File: src/rtl/m_cond_stage_if.sv
// m_cond_stage_if: decoder-side and execute-side handshake bundle for the condition stage
interface m_cond_stage_if;
  logic        in_valid;
  logic        in_ready;
  logic [31:0] in_instruction;
  logic [3:0]  in_cond;
  logic        in_sets_flags;
  logic        out_valid;
  logic        out_ready;
  logic [31:0] out_instruction;
  logic        out_execute;
  logic        out_illegal;
  logic        out_sets_flags;
  modport master (
    output in_valid, in_instruction, in_cond, in_sets_flags, out_ready,
    input  in_ready, out_valid, out_instruction, out_execute, out_illegal, out_sets_flags
  );
  modport slave (
    input  in_valid, in_instruction, in_cond, in_sets_flags, out_ready,
    output in_ready, out_valid, out_instruction, out_execute, out_illegal, out_sets_flags
  );
endinterface

File: src/rtl/m_cond_stage.sv
// m_cond_stage: resolves each decoded instruction's condition against NZCV and tracks in-flight flag writers
module m_cond_stage #(
  parameter int MAX_PENDING = 3,
  parameter int CNT_W       = $clog2(MAX_PENDING + 1)
) (
  input  logic             clk,
  input  logic             rst,
  m_cond_stage_if.slave    bus,
  input  logic             wb_flags_we_i,
  input  logic [3:0]       wb_flags_i,
  input  logic             flush_i,
  output logic [3:0]       flags_o,
  output logic [CNT_W-1:0] pending_o
);
  localparam logic [3:0] AL = 4'd14;
  localparam logic [3:0] NV = 4'd15;
  logic             valid_q, exec_q, ill_q, sf_q;
  logic [31:0]      insn_q;
  logic [3:0]       flags_q;
  logic [CNT_W-1:0] pend_q, pend_d;
  logic             n, z, c, v, pass, stall, accept, inc;
  assign {n, z, c, v} = flags_q;
  // condition check uses only the architectural flags; stalls guarantee they are final
  always_comb begin
    pass = 1'b0;
    case (bus.in_cond)
      4'd0:  pass = z;
      4'd1:  pass = !z;
      4'd2:  pass = c;
      4'd3:  pass = !c;
      4'd4:  pass = n;
      4'd5:  pass = !n;
      4'd6:  pass = v;
      4'd7:  pass = !v;
      4'd8:  pass = c & !z;
      4'd9:  pass = !c | z;
      4'd10: pass = n == v;
      4'd11: pass = n != v;
      4'd12: pass = !z & (n == v);
      4'd13: pass = z | (n != v);
      4'd14: pass = 1'b1;
      default: pass = 1'b0;
    endcase
  end
  assign stall = (bus.in_cond != AL && bus.in_cond != NV && pend_q != '0)
               | (bus.in_sets_flags && pend_q == CNT_W'(MAX_PENDING));
  assign bus.in_ready = (!valid_q | bus.out_ready) & !stall & !flush_i;
  assign accept       = bus.in_valid & bus.in_ready;
  assign inc          = accept & bus.in_sets_flags & pass;
  // pending next state: flush clears, simultaneous inc/dec cancel, dec saturates at zero
  always_comb begin
    pend_d = flush_i ? '0
           : (inc && !wb_flags_we_i) ? pend_q + CNT_W'(1)
           : (!inc && wb_flags_we_i && pend_q != '0) ? pend_q - CNT_W'(1)
           : pend_q;
  end
  // output register, flag register and pending counter
  always_ff @(posedge clk or posedge rst) begin
    if (rst) begin
      valid_q <= 1'b0;
      insn_q  <= '0;
      exec_q  <= 1'b0;
      ill_q   <= 1'b0;
      sf_q    <= 1'b0;
      flags_q <= '0;
      pend_q  <= '0;
    end else begin
      if (flush_i) valid_q <= 1'b0;
      else if (accept) valid_q <= 1'b1;
      else if (bus.out_ready) valid_q <= 1'b0;
      if (accept) begin
        insn_q <= bus.in_instruction;
        exec_q <= pass;
        ill_q  <= bus.in_cond == NV;
        sf_q   <= bus.in_sets_flags & pass;
      end
      if (wb_flags_we_i) flags_q <= wb_flags_i;
      pend_q <= pend_d;
    end
  end
  assign bus.out_valid       = valid_q;
  assign bus.out_instruction = insn_q;
  assign bus.out_execute     = exec_q;
  assign bus.out_illegal     = ill_q;
  assign bus.out_sets_flags  = sf_q;
  assign flags_o             = flags_q;
  assign pending_o           = pend_q;
endmodule

File: src/flat_wrapper.sv
// flat-port wrapper written by rule: the top's interface ports become plain ports
module m_cond_stage_flat 
#(
  parameter int MAX_PENDING = 3,
  parameter int CNT_W       = $clog2(MAX_PENDING + 1)
)
  (clk, rst, wb_flags_we_i, wb_flags_i, flush_i, flags_o, pending_o, bus_in_valid, bus_in_instruction, bus_in_cond, bus_in_sets_flags, bus_out_ready, bus_in_ready, bus_out_valid, bus_out_instruction, bus_out_execute, bus_out_illegal, bus_out_sets_flags);
  m_cond_stage_if bus_i ();
  input  logic clk;
  input  logic rst;
  input  logic wb_flags_we_i;
  input  logic [3:0] wb_flags_i;
  input  logic flush_i;
  output logic [3:0] flags_o;
  output logic [CNT_W-1:0] pending_o;
  input wire logic [$bits(bus_i.in_valid)-1:0] bus_in_valid;
  input wire logic [$bits(bus_i.in_instruction)-1:0] bus_in_instruction;
  input wire logic [$bits(bus_i.in_cond)-1:0] bus_in_cond;
  input wire logic [$bits(bus_i.in_sets_flags)-1:0] bus_in_sets_flags;
  input wire logic [$bits(bus_i.out_ready)-1:0] bus_out_ready;
  output wire logic [$bits(bus_i.in_ready)-1:0] bus_in_ready;
  output wire logic [$bits(bus_i.out_valid)-1:0] bus_out_valid;
  output wire logic [$bits(bus_i.out_instruction)-1:0] bus_out_instruction;
  output wire logic [$bits(bus_i.out_execute)-1:0] bus_out_execute;
  output wire logic [$bits(bus_i.out_illegal)-1:0] bus_out_illegal;
  output wire logic [$bits(bus_i.out_sets_flags)-1:0] bus_out_sets_flags;
  assign bus_i.in_valid = bus_in_valid;
  assign bus_i.in_instruction = bus_in_instruction;
  assign bus_i.in_cond = bus_in_cond;
  assign bus_i.in_sets_flags = bus_in_sets_flags;
  assign bus_i.out_ready = bus_out_ready;
  assign bus_in_ready = bus_i.in_ready;
  assign bus_out_valid = bus_i.out_valid;
  assign bus_out_instruction = bus_i.out_instruction;
  assign bus_out_execute = bus_i.out_execute;
  assign bus_out_illegal = bus_i.out_illegal;
  assign bus_out_sets_flags = bus_i.out_sets_flags;
  m_cond_stage #(.MAX_PENDING(MAX_PENDING), .CNT_W(CNT_W)) u_core (.clk(clk), .rst(rst), .bus(bus_i), .wb_flags_we_i(wb_flags_we_i), .wb_flags_i(wb_flags_i), .flush_i(flush_i), .flags_o(flags_o), .pending_o(pending_o));
endmodule
File: config.mk
export PLATFORM = sky130hd
export DESIGN_NAME = m_cond_stage_flat
export DESIGN_NICKNAME = d
export VERILOG_FILES = /design/src/rtl/m_cond_stage_if.sv /design/src/rtl/m_cond_stage.sv /design/src/flat_wrapper.sv
export SDC_FILE = /design/constraint.sdc
export NUM_CORES = 1
export LEC_CHECK = 0
export BUFFER_PORTS_ARGS = -buffer_cell sky130_fd_sc_hd__clkbuf_2
export CAP_MARGIN = 20
export CORE_ASPECT_RATIO = 0.7
export CORE_MARGIN = 1
export CORE_UTILIZATION = 42
export DETAILED_ROUTE_END_ITERATION = 8
export GPL_TIMING_DRIVEN = 0
export PLACE_DENSITY_LB_ADDON = 0.12
export RECOVER_POWER = 100
export SYNTH_ARGS = -nofsm -noshare
export SYNTH_HDL_FRONTEND = slang
export SYNTH_SLANG_ARGS = --single-unit
File: constraint.sdc
create_clock -name clk -period 1.85 [get_ports clk]
set_input_delay 0.185 -clock clk [delete_from_list [all_inputs] [get_ports clk]]
set_output_delay 0.185 -clock clk [all_outputs]
set_load 0.01 [all_outputs]
==> impl_metrics.py, run 1 <==
metrics = {
    "power_and_ir_drop": {
        "p_per_area_mw_per_mm2": 905,
        "seqPwrFrac": 0.505,
        "power_w": 0.00227,
        "power.leakage_nw": 1.13,
        "power_frac_comb": 0.229,
        "p_sw_w": 0.000645,
        "p_sw_frac": 0.284,
        "peakVddDrop_mv": 0.556,
        "p_int_w": 0.00162,
        "pwr-share-clk": 0.265,
    },
    "worst_setup_path": {
        "critPathArrivalTime_ns": 1.98,
        "cp_num_buf_inv": 0,
        "timing.rr.start": "u_core.flags_o[3]$_DFFE_PP0P_",
        "slowest_delay_ns": 0.54,
        "critPathTopFamily": "compound AO/OA/AOI/OAI gates",
        "cp_max_fo": 5,
        "endpoint": "u_core.pending_o[0]$_DFFE_PP0P_",
        "crit_path_end_kind": "flop",
        "crit_start": "u_core.flags_o[3]$_DFFE_PP0P_",
        "path_class": "flop to flop",
        "r2r_setup_slack_ns": 0.04,
        "worst-path-stages": 6,
        "crit_required_ns": 2.02,
        "crit_slowest_cell": "or4b_4",
        "path_cells": "or4b_4, a311oi_2, a21oi_2, a31oi_4, o21bai_2, nand2_1",
        "critPathLaunchType": "flop",
        "r2r-end": "u_core.pending_o[0]$_DFFE_PP0P_",
        "reg2reg_depth": 6,
    },
    "timing": {
        "finalClockSkew_ns": 0.00998,
        "worst_pin_slew_ns": 1.52,
        "fmax_ghz": 0.553,
        "period_share": 0.977,
        "finalSetupViolations": 0,
        "finalMaxSlewViolations": 43,
        "finalCriticalPeriod_ns": 1.81,
        "max_slew_margin": -0.0157,
        "grt_setup_unrepaired": "yes",
        "fin_setup_tns_ns": 0,
        "finalHoldViolCount": 0,
    },
    "yosys": {
        "yosys_warnings": 0,
        "synth_sequential_area_ratio": 0.545,
        "ys_seq_elements": 42,
        "synth_nets": 191,
        "synth_cell_types": 42,
        "synthCells": 144,
        "netlist_area_mm2": 0.00193,
        "postSynthAreaPerCell_um2": 13.4,
    },
    "placement": {
        "place_hpwl_mm": 2.96,
        "gp_congestion": 0.742,
        "placed_cell_area_mm2": 0.00243,
        "io_buffers": 86,
        "dpl.cell_count": 285,
    },
    "job": {
        "drv_cap": 1,
    },
    "finish": {
        "diodes": 0,
        "syn2layout_area_growth_pct": 30.1,
        "drive_gt1_frac": 0.469,
        "final_common_cell": "clkbuf_2",
        "final_cell_count_no_fill": 296,
        "finalInstanceArea_mm2": 0.00251,
        "fin_nets": 287,
        "final_cell_mix": "48 x clkbuf_2, 42 x clkbuf_1, 38 x dfrtp_1",
    },
    "floorplan": {
        "io_pins": 90,
        "rows": 20,
        "initial_core_util": 0.440,
        "die_x_um": 83.0,
        "core-area_mm2": 0.00438,
        "dieArea_mm2": 0.00487,
        "die_h_um": 58.7,
    },
    "global_routing": {
        "grt_max_degree": 43,
        "antenna_found_initial": 0,
        "grtUsageTotal": 0.164,
        "grt_pass1_wl_mm": 6.22,
        "grt_pass1_vias": 1347,
        "overflow": 0,
    },
    "route": {
        "routedWlPerCell_um": 13.2,
        "drc": 0,
        "initialDrtViolationCount": 44,
        "drtPass1Iterations": 4,
        "wirelength_mm": 3.90,
        "antenna_left": 0,
        "vias": 1437,
        "viasPerCell": 4.85,
    },
    "cts": {
        "clk_pin_slew_ns": 0.08,
        "cts_tree": "done",
        "clock-root-buffer": "clkbuf_8",
        "cts_made_buffers": 5,
        "cts_buffer_depth": 2,
        "cts.sinks": 42,
        "clock_latency_ns": 0.29,
        "cts.htree.levels": 2,
    },
    "worst_hold_path": {
        "hp-class": "primary input to flop",
    },
    "run_status": {
        "status": "finished with violations",
        "violations": "capacitance limit, slew limit",
    },
}
## repair_timing
action / CTS / global route
pin swaps: 0 / 1
endpoints found under the setup margin: 13 / 16
setup buffers: 2 / 1
endpoints found under the hold margin: 0 / 0
hold buffers: 0 / 0
resized for setup: 4 / 2
## power groups by stage
| stage | registers, W | clock network (W) | logic [W] |
|---|---|---|---|
| 2_1_floorplan | 0.00123 | 0 | 0.000239 |
| 3_3_place_gp | 0.00116 | 0 | 0.000548 |
| 3_5_place_dp | 0.00117 | 0 | 0.000555 |
| 4_1_cts | 0.00115 | 0.000618 | 0.000564 |
| 5_1_grt | 0.00117 | 0.000662 | 0.000571 |
| 6_report | 0.00115 | 0.000602 | 0.000520 |
## synth_stat cells, drive strengths merged
library cell  number  area [um2]
nand4b             1        8.76
a21oi              2        17.5
and3b              1        8.76
nor2               2        7.51
o2bb2ai            2        17.5
o21ai              6        33.8
nor3b              1        7.51
xor2               1        8.76
nand4              2        12.5
a311oi             1        15.0
nand3              2        10.0
a31oi              2        27.5
inv                4        15.0
xnor2              2        17.5
nor4b              1        8.76
nand2b             2        12.5
nor3               1        5.00
a21o               2        16.3
or4bb              1        11.3
nand2              4        15.0
o21bai             1        11.3
nand3b             4        30.0
and3               1        6.26
a32oi              1        8.76
mux2i              1        10.0
or4b               2        23.8
buf                6        47.5
and2               4        26.3
dfrtp             42        1050
o22ai              1        6.26
nor2b              2        12.5
clkbuf             3        11.3
mux2              36         405
## worst min-delay path by stage
stage                                 from                                         end  depth (start not counted)
floorplan                          flush_i             u_core.pending_o[1]$_DFFE_PP0P_                          1
global placement    bus_in_instruction[27]  u_core.bus.out_instruction[27]$_DFFE_PP0N_                          2
detailed placement                     rst   u_core.bus.out_instruction[1]$_DFFE_PP0N_                          2
CTS                                    rst   u_core.bus.out_instruction[1]$_DFFE_PP0N_                          2
global route        bus_in_instruction[18]  u_core.bus.out_instruction[18]$_DFFE_PP0N_                          2
finish              bus_in_instruction[20]  u_core.bus.out_instruction[20]$_DFFE_PP0N_                          2
## worst reg2reg max path, stage by stage (launching register included)
cell and delay, ns:
dfrtp_2 0.45, or4b_4 0.54, a311oi_2 0.24, a21oi_2 0.08, a31oi_4 0.18, o21bai_2 0.14, nand2_1 0.05
## metal layers
metal | global-route usage | wire [um]
met1 | 0.214 | 1900
met2 | 0.258 | 1710
met3 | 0.0687 | 266
met4 | 0.0394 | 16
met5 | 0 | 0
## state kept, by name (all words and copies together), names as in the netlist
signal / flops
u_core.bus.out_execute: 1
u_core.bus.out_illegal: 1
u_core.bus.out_instruction: 32
u_core.bus.out_sets_flags: 1
u_core.bus.out_valid: 1
u_core.flags_o: 4
u_core.pending_o: 2
## metrics by stage
step	setup WS, ns	util	hold WS, ns
floorplan	0.0535	-	0.241
global placement	-0.0398	0.554	0.417
detailed placement	-0.0237	0.554	0.400
CTS	0.00548	0.580	0.0803
global route	-0.0306	0.573	0.111
finish	0.0428	0.573	0.122
## area by class of cell
cell class                 instances  area (um2)
buffer                             9        66.3
fill                             408        1870
inverter                           4        15.0
clock buffer                       6        82.6
multi-input combinational         89         802
clock inverter                     2        12.5
timing repair buffer              89         404
tap                               55        68.8
sequential                        42        1060
## logic make-up (layout without fill, tap and decap cells)
group / after synthesis / in the layout / share of synthesized area
buffers and inverters: 13 / 110 / 0.0383
muxes: 37 / 37 / 0.216
AOI/OAI and AO/OA: 18 / 18 / 0.0799
xor gates and xnor gates: 3 / 3 / 0.0136
and+or+nand+nor: 31 / 31 / 0.107
DFF: 42 / 42 / 0.545
(Power assumes the default switching activity.)
==> run 2, diff against run 1 <==
--- a/config.mk
+++ b/config.mk
@@ -9,7 +9,7 @@
 export CAP_MARGIN = 20
 export CORE_ASPECT_RATIO = 0.7
 export CORE_MARGIN = 1
-export CORE_UTILIZATION = 42
+export CORE_UTILIZATION = 45
 export DETAILED_ROUTE_END_ITERATION = 8
 export GPL_TIMING_DRIVEN = 0
 export PLACE_DENSITY_LB_ADDON = 0.12
==> constraint.sdc (replaced) <==
create_clock -name clk -period 2.1 [get_ports clk]
set_input_delay 0.21 -clock clk [delete_from_list [all_inputs] [get_ports clk]]
set_output_delay 0.21 -clock clk [all_outputs]
set_load 0.01 [all_outputs]
==> run 2 against run 1 <==
Net effect:
- the flow still finishes with violations (capacitance limit, slew limit)
- hold slack better by 0.031 ns
- critical endpoint unchanged
- routed wire length decreased by 3.1%
- sequential cell count did not move
- global-route usage up 1.3 points
- maximum frequency fell by 5.5%
- clock skew is 0.0034 ns lower
- setup slack gained 0.14 ns
- cell count is 2.0% lower
- via count fell by 0.49%
- largest power group unchanged
- non-clock buffer count shrank 3
- critical path depth unchanged
- sequential share of layout area up 0.52 points
==> impl_metrics.py, run 2 (synthesis gave the netlist of run 1 again) <==
metrics = {
    "run_status": {
        "status": "finished with violations",
        "violations": "capacitance limit, slew limit",
    },
    "cts": {
        "clk_pin_slew_ns": 0.08,
        "clock_latency_ns": 0.28,
        "cts_buffer_depth": 2,
        "clock-root-buffer": "clkbuf_8",
        "cts_setup_buffers": 0,
        "cts_hold_repair.buffers": 0,
        "cts_made_buffers": 5,
        "cts_tree": "done",
        "cts_resized": 0,
        "cts.htree.levels": 2,
        "cts.sinks": 42,
    },
    "timing": {
        "fmax_ghz": 0.523,
        "finalCriticalPeriod_ns": 1.91,
        "finalSetupViolations": 0,
        "period_share": 0.911,
        "finalClockSkew_ns": 0.00656,
        "finalMaxSlewViolations": 43,
        "grt_setup_unrepaired": "no",
        "max_slew_margin": -0.0170,
        "worst_pin_slew_ns": 1.52,
        "finalHoldViolCount": 0,
        "fin_setup_tns_ns": 0,
    },
    "power_and_ir_drop": {
        "seqPwrFrac": 0.491,
        "pwr-share-clk": 0.293,
        "peakVddDrop_mv": 0.532,
        "power_frac_comb": 0.216,
        "p_per_area_mw_per_mm2": 834,
        "p_int_w": 0.00151,
        "p_sw_frac": 0.264,
        "power.leakage_nw": 1.10,
        "p_sw_w": 0.000543,
    },
    "finish": {
        "final_cell_mix": "48 x clkbuf_1, 44 x clkbuf_2, 42 x dfrtp_1",
        "syn2layout_area_growth_pct": 27.9,
        "diodes": 0,
        "final_common_cell": "clkbuf_1",
        "fin_nets": 284,
        "largest_reg_flops": 32,
        "drive_gt1_frac": 0.412,
        "utilization": 0.614,
    },
    "worst_setup_path": {
        "cp_num_buf_inv": 0,
        "path_cells": "or4b_4, a311oi_1, a21oi_1, a31oi_4, o21bai_2, nand2_1",
        "slowest_delay_ns": 0.55,
        "critPathLaunchType": "flop",
        "critPathArrivalTime_ns": 2.08,
        "path_class": "flop to flop",
        "crit_path_end_kind": "flop",
        "cp_max_fo": 7,
        "critPathTopFamily": "compound AO/OA/AOI/OAI gates",
        "crit_required_ns": 2.27,
        "crit_slowest_cell": "or4b_4",
    },
    "placement": {
        "gp_congestion": 0.753,
        "place_hpwl_mm": 2.88,
        "io_buffers": 86,
    },
    "job": {
        "drv_cap": 1,
    },
    "global_routing": {
        "grtUsageTotal": 0.177,
        "grt_max_degree": 43,
        "antenna_found_initial": 0,
        "grt_pass1_wl_mm": 6.04,
        "grt_pass1_vias": 1360,
        "overflow": 0,
    },
    "floorplan": {
        "core-area_mm2": 0.00402,
        "die_x_um": 80.2,
        "dieArea_mm2": 0.00455,
        "rows": 19,
        "io_pins": 90,
        "initial_core_util": 0.480,
        "die_h_um": 56.8,
    },
    "route": {
        "initialDrtViolationCount": 46,
        "drc": 0,
        "antenna_left": 0,
        "wirelength_mm": 3.78,
        "routedWlPerCell_um": 13.0,
        "vias": 1430,
        "viasPerCell": 4.93,
        "drtPass1Iterations": 4,
    },
    "worst_hold_path": {
        "hp-class": "primary input to flop",
    },
}
==> run 2: cell count changes in the layout (fill, tap and decap cells not counted), moves of 2 or more <==
| cell | change |
|---|---|
| buf_6 | -2 |
| dfrtp_2 | -4 |
| clkbuf_1 | +6 |
| clkbuf_2 | -4 |
| dfrtp_1 | +4 |
==> run 2: metal layers <==
layer	global-route usage	vias to the layer above	share of wire
li1	-	696	-
met1	0.232	678	0.47
met2	0.269	52	0.44
met3	0.0667	4	0.084
met4	0.0612	0	0.0077
met5	0	-	0
==> run 2: worst paths after layout <==
check / from / end / slack, ns / depth (start not counted)
max: u_core.flags_o[3]$_DFFE_PP0P_ / u_core.pending_o[0]$_DFFE_PP0P_ / 0.19 / 6
min: bus_in_instruction[3] / u_core.bus.out_instruction[3]$_DFFE_PP0N_ / 0.15 / 2
max reg2reg: u_core.flags_o[3]$_DFFE_PP0P_ / u_core.pending_o[0]$_DFFE_PP0P_ / 0.19 / 6
min reg2reg: u_core.bus.out_sets_flags$_DFFE_PP0N_ / u_core.bus.out_sets_flags$_DFFE_PP0N_ / 0.50 / 1
max in group asynchronous: rst / u_core.bus.out_instruction[8]$_DFFE_PP0N_ / 0.85 / 2
min in group asynchronous: rst / u_core.bus.out_instruction[6]$_DFFE_PP0N_ / 0.36 / 2
==> run 2: per-stage QoR <==
step / hold slack, ns / cells / setup WS, ns / instance area (um2) / total power (W)
finish: 0.152 / 290 / 0.188 / 2460 / 0.00206
global route: 0.141 / 290 / 0.0581 / 2460 / 0.00218
CTS: 0.107 / 290 / 0.201 / 2530 / 0.00213
detailed placement: 0.418 / 282 / 0.224 / 2420 / 0.00151
global placement: 0.442 / 282 / 0.231 / 2420 / 0.00150
floorplan: 0.266 / 144 / 0.303 / 1930 / 0.00130
==> run 2: layout make-up <==
cell class | count | area [um2]
Fill cell | 359 | 1550
Sequential cell | 42 | 1050
Multi-Input combinational cell | 89 | 792
Timing Repair Buffer | 86 | 377
Clock buffer | 7 | 76.3
Tap cell | 52 | 65.1
Buffer | 9 | 58.8
Clock inverter | 1 | 30.0
Inverter | 4 | 15.0
==> run 2: power by group through the flow <==
stage / sequential (W) / clock [W] / combinational (W)
3_5_place_dp: 0.00103 / 0 / 0.000488
6_report: 0.00101 / 0.000602 / 0.000444
5_1_grt: 0.00103 / 0.000662 / 0.000489
4_1_cts: 0.00101 / 0.000623 / 0.000490
2_1_floorplan: 0.00109 / 0 / 0.000211
3_3_place_gp: 0.00102 / 0 / 0.000479
==> run 2: worst reg2reg max path, delay by kind of cell, from the launching register on <==
| kind | cells | cell delay [ns] |
|---|---|---|
| DFF | 1 | 0.46 |
| AOI/OAI and AO/OA | 4 | 0.75 |
| and+or+nand+nor | 2 | 0.60 |
==> run 3, diff against run 2 <==
--- a/config.mk
+++ b/config.mk
@@ -12,7 +12,7 @@
 export CORE_UTILIZATION = 45
 export DETAILED_ROUTE_END_ITERATION = 8
 export GPL_TIMING_DRIVEN = 0
-export PLACE_DENSITY_LB_ADDON = 0.12
+export PLACE_DENSITY = 0.88
 export RECOVER_POWER = 100
 export SYNTH_ARGS = -nofsm -noshare
 export SYNTH_HDL_FRONTEND = slang
==> run 3 against run 2 <==
Net effect:
- the run still ends with capacitance limit, slew limit left
- combinational power rose by 2%
- total power fell by 5.9%
- global-route usage rose by 0.91 points
- cell count decreased by 0.34%
- via count grew 1.7%
- sequential power is essentially flat
- non-clock buffer count unchanged
- maximum frequency up 0.14%
- design area is 0.71% lower
- routed wire length is 6.2% higher
==> impl_metrics.py, run 3 (synthesis gave the netlist of run 1 again) <==
metrics = {
    "finish": {
        "largest_reg_flops": 32,
        "finalInstanceArea_mm2": 0.00245,
        "fin_nets": 284,
        "final_cell_mix": "46 x clkbuf_1, 44 x clkbuf_2, 42 x dfrtp_1",
        "utilization": 0.609,
        "diodes": 0,
        "multi_input_area_um2": 802,
        "final_common_cell": "clkbuf_1",
        "drive_gt1_frac": 0.426,
        "final_cell_count_no_fill": 289,
        "syn2layout_area_growth_pct": 27.0,
        "regArea_mm2": 0.00105,
        "final.fill_count": 366,
    },
    "run_status": {
        "status": "finished with violations",
        "violations": "capacitance limit, slew limit",
    },
    "cts": {
        "clk_pin_slew_ns": 0.07,
        "clock-root-buffer": "clkbuf_8",
        "cts.sinks": 42,
        "cts_hold_repair.buffers": 0,
        "cts_tree": "done",
        "cts_resized": 0,
        "cts_setup_buffers": 0,
        "cts_buffer_depth": 2,
        "cts.htree.levels": 2,
        "clock_latency_ns": 0.28,
        "cts_made_buffers": 5,
    },
    "worst_setup_path": {
        "cpMostUsedCell": "buf_4",
        "cp_num_buf_inv": 2,
        "slowest_delay_ns": 0.48,
        "crit_slowest_cell": "dfrtp_1",
        "path_cells": "nand3_1, and3b_1, and2_0, nand2_1, buf_4, buf_4, mux2_2",
        "crit_required_ns": 2.27,
        "critPathTopFamily": "simple AND/OR/NAND/NOR gates",
        "path_class": "flop to flop",
        "critPathArrivalTime_ns": 2.08,
        "crit_path_end_kind": "flop",
        "critPathLaunchType": "flop",
        "cp_max_fo": 10,
    },
    "global_routing": {
        "grt_max_degree": 43,
        "antenna_found_initial": 0,
        "grtUsageTotal": 0.186,
        "overflow": 0,
        "grt_pass1_wl_mm": 6.36,
        "grt_pass1_vias": 1441,
    },
    "timing": {
        "finalMaxSlewViolations": 43,
        "finalSetupViolations": 0,
        "fmax_ghz": 0.524,
        "grt_setup_unrepaired": "no",
        "finalCriticalPeriod_ns": 1.91,
        "period_share": 0.909,
        "finalHoldViolCount": 0,
        "finalClockSkew_ns": 0.00220,
        "worst_slack_ns": 0.190,
        "worst_pin_slew_ns": 1.52,
        "fin_setup_tns_ns": 0,
        "max_slew_margin": -0.0129,
    },
    "route": {
        "antenna_left": 0,
        "drc": 0,
        "viasPerCell": 5.03,
        "routedWlPerCell_um": 13.9,
        "initialDrtViolationCount": 37,
        "wirelength_mm": 4.01,
        "vias": 1454,
        "drtPass1Iterations": 4,
    },
    "floorplan": {
        "core-area_mm2": 0.00402,
        "die_h_um": 56.8,
        "dieArea_mm2": 0.00455,
        "rows": 19,
        "io_pins": 90,
        "die_x_um": 80.2,
        "initial_core_util": 0.480,
    },
    "power_and_ir_drop": {
        "peakVddDrop_mv": 0.539,
        "p_per_area_mw_per_mm2": 791,
        "power.leakage_nw": 1.10,
    },
    "placement": {
        "gp_congestion": 0.779,
        "dpl_worst_slack_ns": 0.198,
        "place_hpwl_mm": 3.09,
        "placed_cell_area_mm2": 0.00242,
        "io_buffers": 86,
        "dpl.cell_count": 282,
    },
    "worst_hold_path": {
        "hp-class": "primary input to flop",
    },
    "job": {
        "drv_cap": 1,
    },
}
run 3: area by class of cell:
class                      count  share of cell area
timing repair buffer          86               0.154
tap                           52              0.0266
buffer                         9              0.0240
inverter                       4             0.00613
multi-input combinational     89               0.328
sequential                    42               0.429
clock inverter                 2             0.00409
clock buffer                   5              0.0281
run 3: worst paths after layout:
kind / end / slack (ns) / startpoint / depth (start not counted)
max in group asynchronous: u_core.bus.out_execute$_DFFE_PP0N_ / 0.85 / rst / 2
min: u_core.bus.out_instruction[27]$_DFFE_PP0N_ / 0.16 / bus_in_instruction[27] / 2
max reg2reg: u_core.bus.out_instruction[26]$_DFFE_PP0N_ / 0.19 / u_core.pending_o[0]$_DFFE_PP0P_ / 7
min reg2reg: u_core.bus.out_execute$_DFFE_PP0N_ / 0.51 / u_core.bus.out_execute$_DFFE_PP0N_ / 1
max: u_core.bus.out_instruction[26]$_DFFE_PP0N_ / 0.19 / u_core.pending_o[0]$_DFFE_PP0P_ / 7
min in group asynchronous: u_core.bus.out_instruction[21]$_DFFE_PP0N_ / 0.36 / rst / 2
run 3: worst reg2reg max path, cell delays in order, from the launching register on:
cell	delay, ns
dfrtp_1	0.48
nand3_1	0.10
and3b_1	0.21
and2_0	0.17
nand2_1	0.10
buf_4	0.20
buf_4	0.20
mux2_2	0.35
run 3: per-layer routing:
layer / share of wire / global-route usage / vias up
li1: - / - / 700
met1: 0.45 / 0.223 / 715
met2: 0.50 / 0.328 / 37
met3: 0.046 / 0.0472 / 2
met4: 0.0060 / 0.0561 / 0
met5: 0 / 0 / -
run 3: report_power, final:
part	switching [W]	total (W)	leakage [nW]	internal [W]
combinational	0.000231	0.000451	0.551	0.000220
sequential	0.0000751	0.00101	0.503	0.000939
clock	0.000247	0.000470	0.0438	0.000223
run 3: metrics by stage:
step	power, W	hold WS, ns
final	0.00193	0.159
after CTS	0.00200	0.116
after global routing	0.00206	0.145
after global placement	0.00150	0.442
after detailed placement	0.00152	0.425
after floorplan	0.00130	0.266
